===== config.mk =====
export PLATFORM = sky130hd
export DESIGN_NAME = lemmings_array_splat
export DESIGN_NICKNAME = d
export VERILOG_FILES = /design/src/rtl/lemmings_array_splat.sv
export SDC_FILE = /design/constraint.sdc
export NUM_CORES = 1
export LEC_CHECK = 0
export ABC_CLOCK_PERIOD_IN_PS = 2640
export CAP_MARGIN = 10
export CORE_MARGIN = 2
export CORE_UTILIZATION = 51
export DETAILED_ROUTE_END_ITERATION = 10
export GPL_ROUTABILITY_DRIVEN = 0
export PLACE_DENSITY = 0.84
export SYNTH_ARGS = -nofsm -noshare
export SYNTH_HDL_FRONTEND = slang
export SYNTH_SLANG_ARGS = --single-unit

===== constraint.sdc =====
create_clock -name clk -period 2.64 [get_ports clk]
set_input_delay 0.792 -clock clk [delete_from_list [all_inputs] [get_ports clk]]
set_output_delay 0.792 -clock clk [all_outputs]
set_load 0.03 [all_outputs]

===== src/rtl/lemmings_array_splat.sv =====
// N independent lock-step Lemming FSMs (walk/fall/dig/splat) with a per-channel fall counter.
// Outputs are Moore decodes of registered state; alive_cnt is a combinational popcount of survivors.
module lemmings_array_splat #(
    parameter int N           = 4,
    parameter int SPLAT_LIMIT = 20,
    parameter int CNT_W       = 5,
    localparam int ACW        = $clog2(N + 1)
) (
    input  logic           clk,
    input  logic           areset,
    input  logic [N-1:0]   bump_left,
    input  logic [N-1:0]   bump_right,
    input  logic [N-1:0]   ground,
    input  logic [N-1:0]   dig,
    output logic [N-1:0]   walk_left,
    output logic [N-1:0]   walk_right,
    output logic [N-1:0]   aaah,
    output logic [N-1:0]   digging,
    output logic [N-1:0]   splat,
    output logic [ACW-1:0] alive_cnt
);

    generate
        if ((2 ** CNT_W) - 1 < SPLAT_LIMIT) begin : g_bad_cnt_w
            $error("CNT_W too narrow to hold SPLAT_LIMIT");
        end
    endgenerate

    localparam logic [2:0] ST_WL    = 3'd0;
    localparam logic [2:0] ST_WR    = 3'd1;
    localparam logic [2:0] ST_FALLL = 3'd2;
    localparam logic [2:0] ST_FALLR = 3'd3;
    localparam logic [2:0] ST_DIGL  = 3'd4;
    localparam logic [2:0] ST_DIGR  = 3'd5;
    localparam logic [2:0] ST_SPLAT = 3'd6;

    localparam logic [CNT_W-1:0] CNT_MAX = '1;
    localparam logic [CNT_W-1:0] CNT_LIM = CNT_W'(SPLAT_LIMIT);

    logic [2:0]       r_state      [N];
    logic [CNT_W-1:0] r_fall_cnt   [N];
    logic [2:0]       w_next_state [N];
    logic [CNT_W-1:0] w_next_cnt   [N];
    logic [ACW-1:0]   w_alive;

    always_ff @(posedge clk or posedge areset) begin
        if (areset) begin
            for (int i = 0; i < N; i++) begin
                r_state[i]    <= ST_WL;
                r_fall_cnt[i] <= '0;
            end
        end else begin
            for (int i = 0; i < N; i++) begin
                r_state[i]    <= w_next_state[i];
                r_fall_cnt[i] <= w_next_cnt[i];
            end
        end
    end

    always_comb begin
        for (int i = 0; i < N; i++) begin
            w_next_state[i] = ST_WL;
            w_next_cnt[i]   = '0;
            case (r_state[i])
                ST_WL: begin
                    if (!ground[i])         w_next_state[i] = ST_FALLL;
                    else if (dig[i])        w_next_state[i] = ST_DIGL;
                    else if (bump_left[i])  w_next_state[i] = ST_WR;
                    else                    w_next_state[i] = ST_WL;
                end
                ST_WR: begin
                    if (!ground[i])         w_next_state[i] = ST_FALLR;
                    else if (dig[i])        w_next_state[i] = ST_DIGR;
                    else if (bump_right[i]) w_next_state[i] = ST_WL;
                    else                    w_next_state[i] = ST_WR;
                end
                ST_DIGL: w_next_state[i] = ground[i] ? ST_DIGL : ST_FALLL;
                ST_DIGR: w_next_state[i] = ground[i] ? ST_DIGR : ST_FALLR;
                ST_FALLL, ST_FALLR: begin
                    // Counter holds completed fall cycles, so >= LIMIT means LIMIT+1 aaah cycles.
                    if (!ground[i])                      w_next_state[i] = r_state[i];
                    else if (r_fall_cnt[i] >= CNT_LIM)   w_next_state[i] = ST_SPLAT;
                    else if (r_state[i] == ST_FALLL)     w_next_state[i] = ST_WL;
                    else                                 w_next_state[i] = ST_WR;
                    w_next_cnt[i] = (r_fall_cnt[i] == CNT_MAX) ? CNT_MAX
                                                               : r_fall_cnt[i] + CNT_W'(1);
                end
                ST_SPLAT: w_next_state[i] = ST_SPLAT;
                default:  w_next_state[i] = ST_WL;
            endcase
        end
    end

    always_comb begin
        w_alive = ACW'(N);
        for (int i = 0; i < N; i++) begin
            walk_left[i]  = (r_state[i] == ST_WL);
            walk_right[i] = (r_state[i] == ST_WR);
            aaah[i]       = (r_state[i] == ST_FALLL) || (r_state[i] == ST_FALLR);
            digging[i]    = (r_state[i] == ST_DIGL) || (r_state[i] == ST_DIGR);
            splat[i]      = (r_state[i] == ST_SPLAT);
            if (r_state[i] == ST_SPLAT) w_alive = w_alive - ACW'(1);
        end
        alive_cnt = w_alive;
    end

endmodule


---- Word-level counts from Yosys, hierarchy flattened ----
Cells that the tools add are included.
cells by class
  multiplexer cells ....................... 60
  add/sub/neg operators ................... 7
  reductions and logical operators ........ 16
  magnitude comparators ................... 4
  equal/unequal tests ..................... 32
operators by type and width
  kind                   number
  $mux W3                36
  $pmux W3 S6            4
  $mux W5                8
  $eq A3 B3 Y1 const B   12
  $eq A3 B2 Y1 const B   8
  $add A5 B1 Y5 const B  4
  $eq A5 B5 Y1 const B   4
  $ge A5 B5 Y1 const B   4
  $eq A3 B1 Y1 const B   4
  $logic_not A3 Y1       4
  $mux W1                12
  $sub A3 B1 Y3 const B  3
  $logic_or A1 B1 Y1     8
  $ne A2 B2 Y1 const B   4
  $reduce_or A2 Y1       4
storage, ports and cells
  output and inout port bits .............. 23
  input bits .............................. 18
  register bits after elaboration ......... 32

---- Longest topological paths before layout ----
  depth after elaboration ................. 8
  mapped depth ............................ 9

---- Worst setup path after synthesis ----
No wires, ideal clock.
  kind .................................... reg-to-output
  from .................................... reg r_state[7] (netlist name)
  to ...................................... out alive_cnt[2]
  data required time ...................... 1.848 ns
  slack ................................... -0.557 ns
  buffers on the path ..................... 1
  stages on the path, launching flop included .. 9
  arrival ................................. 2.405 ns
  cell sequence ........................... dfrtp_1 > buf_6 > nand2_1 > nor2_1 > inv_1 > fa_1 > ha_1 > nand2_1 > xor2_1
on the way
  word-level cells in the longest chain between the ends .. 6
RTL lines
  what                               line  text
  from (decl)                        40    logic [2:0] r_state [N];
  from (signal, indexed assignment)  54    r_state[i] <= w_next_state[i];
  $eq A3 B3 Y1 (*)                   -
  via splat[1]                       19    output logic [N-1:0] splat,
  $mux W3 (*)                        102   if (r_state[i] == ST_SPLAT) w_alive = w_alive - ACW'(1);
  $sub A3 B1 Y3                      102
  $mux W3 (*)                        102
  $sub A3 B1 Y3                      102
  $mux W3 (*)                        102
  to (decl)                          20    output logic [ACW-1:0] alive_cnt
The timed path passes the listed nets; every way through them passes the cells marked *.

---- Worst setup path in the final report ----
  from .................................... reg r_state[9] (netlist name)
  to ...................................... out alive_cnt[2]
on the way
  word-level cells in the longest chain between the ends .. 8
RTL lines
  what              line
  $eq A3 B3 Y1 (*)  102
  $mux W3 (*)       102
  $sub A3 B1 Y3     102
  $mux W3 (*)       102
  $sub A3 B1 Y3     102
  $mux W3 (*)       102
  $sub A3 B1 Y3     102
  $mux W3 (*)       102
Every way passes the cells marked *; elsewhere a longest branch is shown, timed or not.

==> flow_summary.yaml <==
status:
  status: "finished with violations"
  violations: "setup timing"
layout:
  antenna_cells: 0
  final_layout_size_suffix_gt1_frac: 0.165
  ff_latch_area_um2: 801
  multi_input_area_um2: 980
  fill_cells: 287
  syn_to_final_growth_pct: 34.6
  stdcell_count: 302
  nets: 284
timing:
  fin_setup_tns_ns: -0.135
  fin_crit_ns: 2.77
  setup_slack_ns: -0.135
  whs_ns: 0.500
  hold_viol: 0
  tightest_slew_ns: 0.396
  fmax_ghz: 0.360
  maxSlewViolCount: 0
  setup_viol: 1
  post-route-period-util: 1.05
  slew_headroom: 0.736
  fin_worst_skew_ns: 0.00391
  rsz0062_at_grt: "yes"
floorplan:
  std_cell_rows: 22
  core_area_mm2: 0.00363
  die_w_um: 65.1
  die_y_um: 65.1
  initial_core_util: 0.525
  die_area_mm2: 0.00424
  io_pins: 41
logic_synthesis:
  synth_top_cell_area_share: 0.420
  synth_area_leaders: "dfrtp_1 42%, ha_1 7.9%, inv_1 6.1%"
  synthArstFlopShare: 1.00
  ys_seq_area_frac: 0.420
  yosysTopAreaCell: "dfrtp_1"
  synth_edf_count: 0
  ys.flop_type: "dfrtp_1"
  syn_inst: 198
  synth_warnings: 0
  avgSynthCellArea_um2: 9.63
  yosysMostFrequentCell: "dfrtp_1"
  synth_cell_types: 47
  syn-num-nets: 229
  netlist_area_mm2: 0.00191
  yosys-top-cells-count: "32 x dfrtp_1, 31 x inv_1, 19 x a21oi_1, 12 x ha_1, 10 x nor2_1"
  ys_ff_latch: 32
worst_setup_path:
  slowest_delay_ns: 0.57
  cp-end-kind: "output port"
  crit_required_ns: 1.85
  cp_max_fo: 5
  slowest_stage: "fa_1"
  critPathLaunchType: "flip-flop"
  critPathArrivalTime_ns: 1.98
  worstSetupPathType: "reg2out"
  critical_path.cell_chain: "inv_2 -> nand3_4 -> fa_1 -> ha_2 -> nand2_4 -> xor2_4 -> buf_6"
power_and_ir_drop:
  peakVddDrop_uv: 404
  leakage_nw: 1.22
  clock_power_share: 0.180
  comb_power_share: 0.489
  seq_power_share: 0.331
  p_total_mw: 2.16
  power_per_cell_area_mw_per_mm2: 840
  switching_share: 0.403
  p_switching_mw: 0.868
  power.internal_mw: 1.29
route:
  totalWireLength_um: 3660
  post_drt_wl_per_cell_um: 12.1
  vias_per_cell: 5.33
  ant_nets: 0
  drtPass1Iterations: 6
  remaining_drc_errors: 0
  first_iter_violations: 91
  vias: 1610
clock_network:
  worstSkewPairLatency_ns: 0.29
  cts_max_level: 2
  clockBufferDepth: 2
  clk_pin_slew_ns: 0.06
  hold_buffers: 0
  cts_tree: "done"
  cts-root-buf: "clkbuf_8"
  clock_sinks: 32
  cts_made_buffers: 5
placement:
  hpwl_um: 2730
  io_buffers: 40
  dp_cells: 289
  place_ws_ns: 0.00269
grt:
  grt_pass1_wl_um: 6630
  track_usage: 0.203
  grt_pass1_vias: 1556
  grt_overflow_total: 0
  grt_max_degree: 33
  grt_antenna_before_repair: 0
hold_path:
  hp-class: "reg2reg"
job:
  cap_violations: 0
==> registers in the layout, indices dropped and copies added, names as in the netlist <==
register	cells
r_fall_cnt	20
r_state	12
==> stage by stage <==
| stage | utilization | cell area (um^2) |
|---|---|---|
| 6_report | 0.707 | 2570 |
| 3_3_place_gp | 0.663 | 2410 |
| 3_5_place_dp | 0.663 | 2410 |
| 4_1_cts | 0.698 | 2540 |
| 2_1_floorplan | - | 1930 |
| 5_1_grt | 0.707 | 2570 |
==> worst max-delay path, delay by kind of cell, from the launching register on <==
family / cells / cell delay [ns]
xor+xnor: 1 / 0.14
flops: 1 / 0.38
simple gates: 2 / 0.18
buf+inv: 2 / 0.22
fa+ha+maj: 2 / 0.77
==> what timing repair did <==
| item | CTS | global route |
|---|---|---|
| pin swaps | 0 | 1 |
| endpoints found under the setup margin | 2 | 5 |
| buffers inserted | 3 | 2 |
| hold endpoints to repair | 0 | 0 |
| gates resized for setup | 11 | 6 |
| gates cloned | 0 | 0 |
==> routing by layer <==
layer,track usage,routed length [um]
met2,0.323,1870
met5,0,0
met3,0.0634,169
met4,0.102,98
met1,0.251,1530
==> power by group through the flow <==
stage          Clock (mW)  Combinational (mW)  Sequential [mW]
4_1_cts             0.397                1.04            0.714
3_3_place_gp            0                1.00            0.711
2_1_floorplan           0               0.703            0.690
6_report            0.387                1.05            0.713
3_5_place_dp            0                1.02            0.718
5_1_grt             0.418                1.16            0.731
==> layout by cell type (no fill, tap or decap), types with 2 or more instances in the layout <==
| cell | instances |
|---|---|
| nand2_1 | 3 |
| nand2b_4 | 2 |
| xor2_1 | 4 |
| nor3_1 | 8 |
| clkdlybuf4s50_1 | 30 |
| buf_4 | 18 |
| xnor2_1 | 5 |
| nand3_1 | 4 |
| nor2_1 | 9 |
| o21ai_1 | 2 |
| o22a_1 | 4 |
| a21boi_0 | 2 |
| o21a_1 | 2 |
| clkbuf_8 | 6 |
| inv_2 | 3 |
| a21oi_1 | 19 |
| ha_1 | 11 |
| a32oi_1 | 2 |
| nor2b_1 | 2 |
| clkbuf_1 | 2 |
| dfrtp_1 | 32 |
| o311ai_1 | 2 |
| dlygate4sd2_1 | 3 |
| dlymetal6s2s_1 | 3 |
| o22ai_1 | 2 |
| nand4_1 | 4 |
| nand4b_1 | 3 |
| o21ai_0 | 6 |
| inv_1 | 28 |
| a31oi_1 | 4 |
==> final cells by class <==
class	instances	share of cell area
multi-input cells	127	0.382
inverters	31	0.0453
flip-flops and latches	32	0.312
clock buffers	8	0.0351
well taps	48	0.0234
repair buffers	56	0.203
==> cells by family after synthesis <==
| kind of cell | after synthesis | share of synthesized area |
|---|---|---|
| adder cells (fa/ha/maj) | 13 | 0.0892 |
| buffers and inverters | 39 | 0.0932 |
| AO/OA/AOI/OAI | 53 | 0.180 |
| multiplexers | 2 | 0.0131 |
| AND/OR/NAND/NOR | 49 | 0.159 |
| XOR/XNOR | 10 | 0.0459 |
| flip-flops | 32 | 0.420 |
==> worst paths after layout <==
path,start,endpoint,slack [ns],depth (start not counted)
max,r_state[9]$_DFFE_PP0P_,alive_cnt[2],-0.13,7
min,r_fall_cnt[15]$_DFF_PP0_,r_fall_cnt[15]$_DFF_PP0_,0.50,1
max reg2reg,r_state[8]$_DFFE_PP0P_,r_state[8]$_DFFE_PP0P_,1.25,6
min reg2reg,r_fall_cnt[15]$_DFF_PP0_,r_fall_cnt[15]$_DFF_PP0_,0.50,1
max in group asynchronous,areset,r_fall_cnt[16]$_DFF_PP0_,1.47,3
min in group asynchronous,areset,r_fall_cnt[3]$_DFF_PP0_,0.88,3
Power figures use the tool's default switching activity.
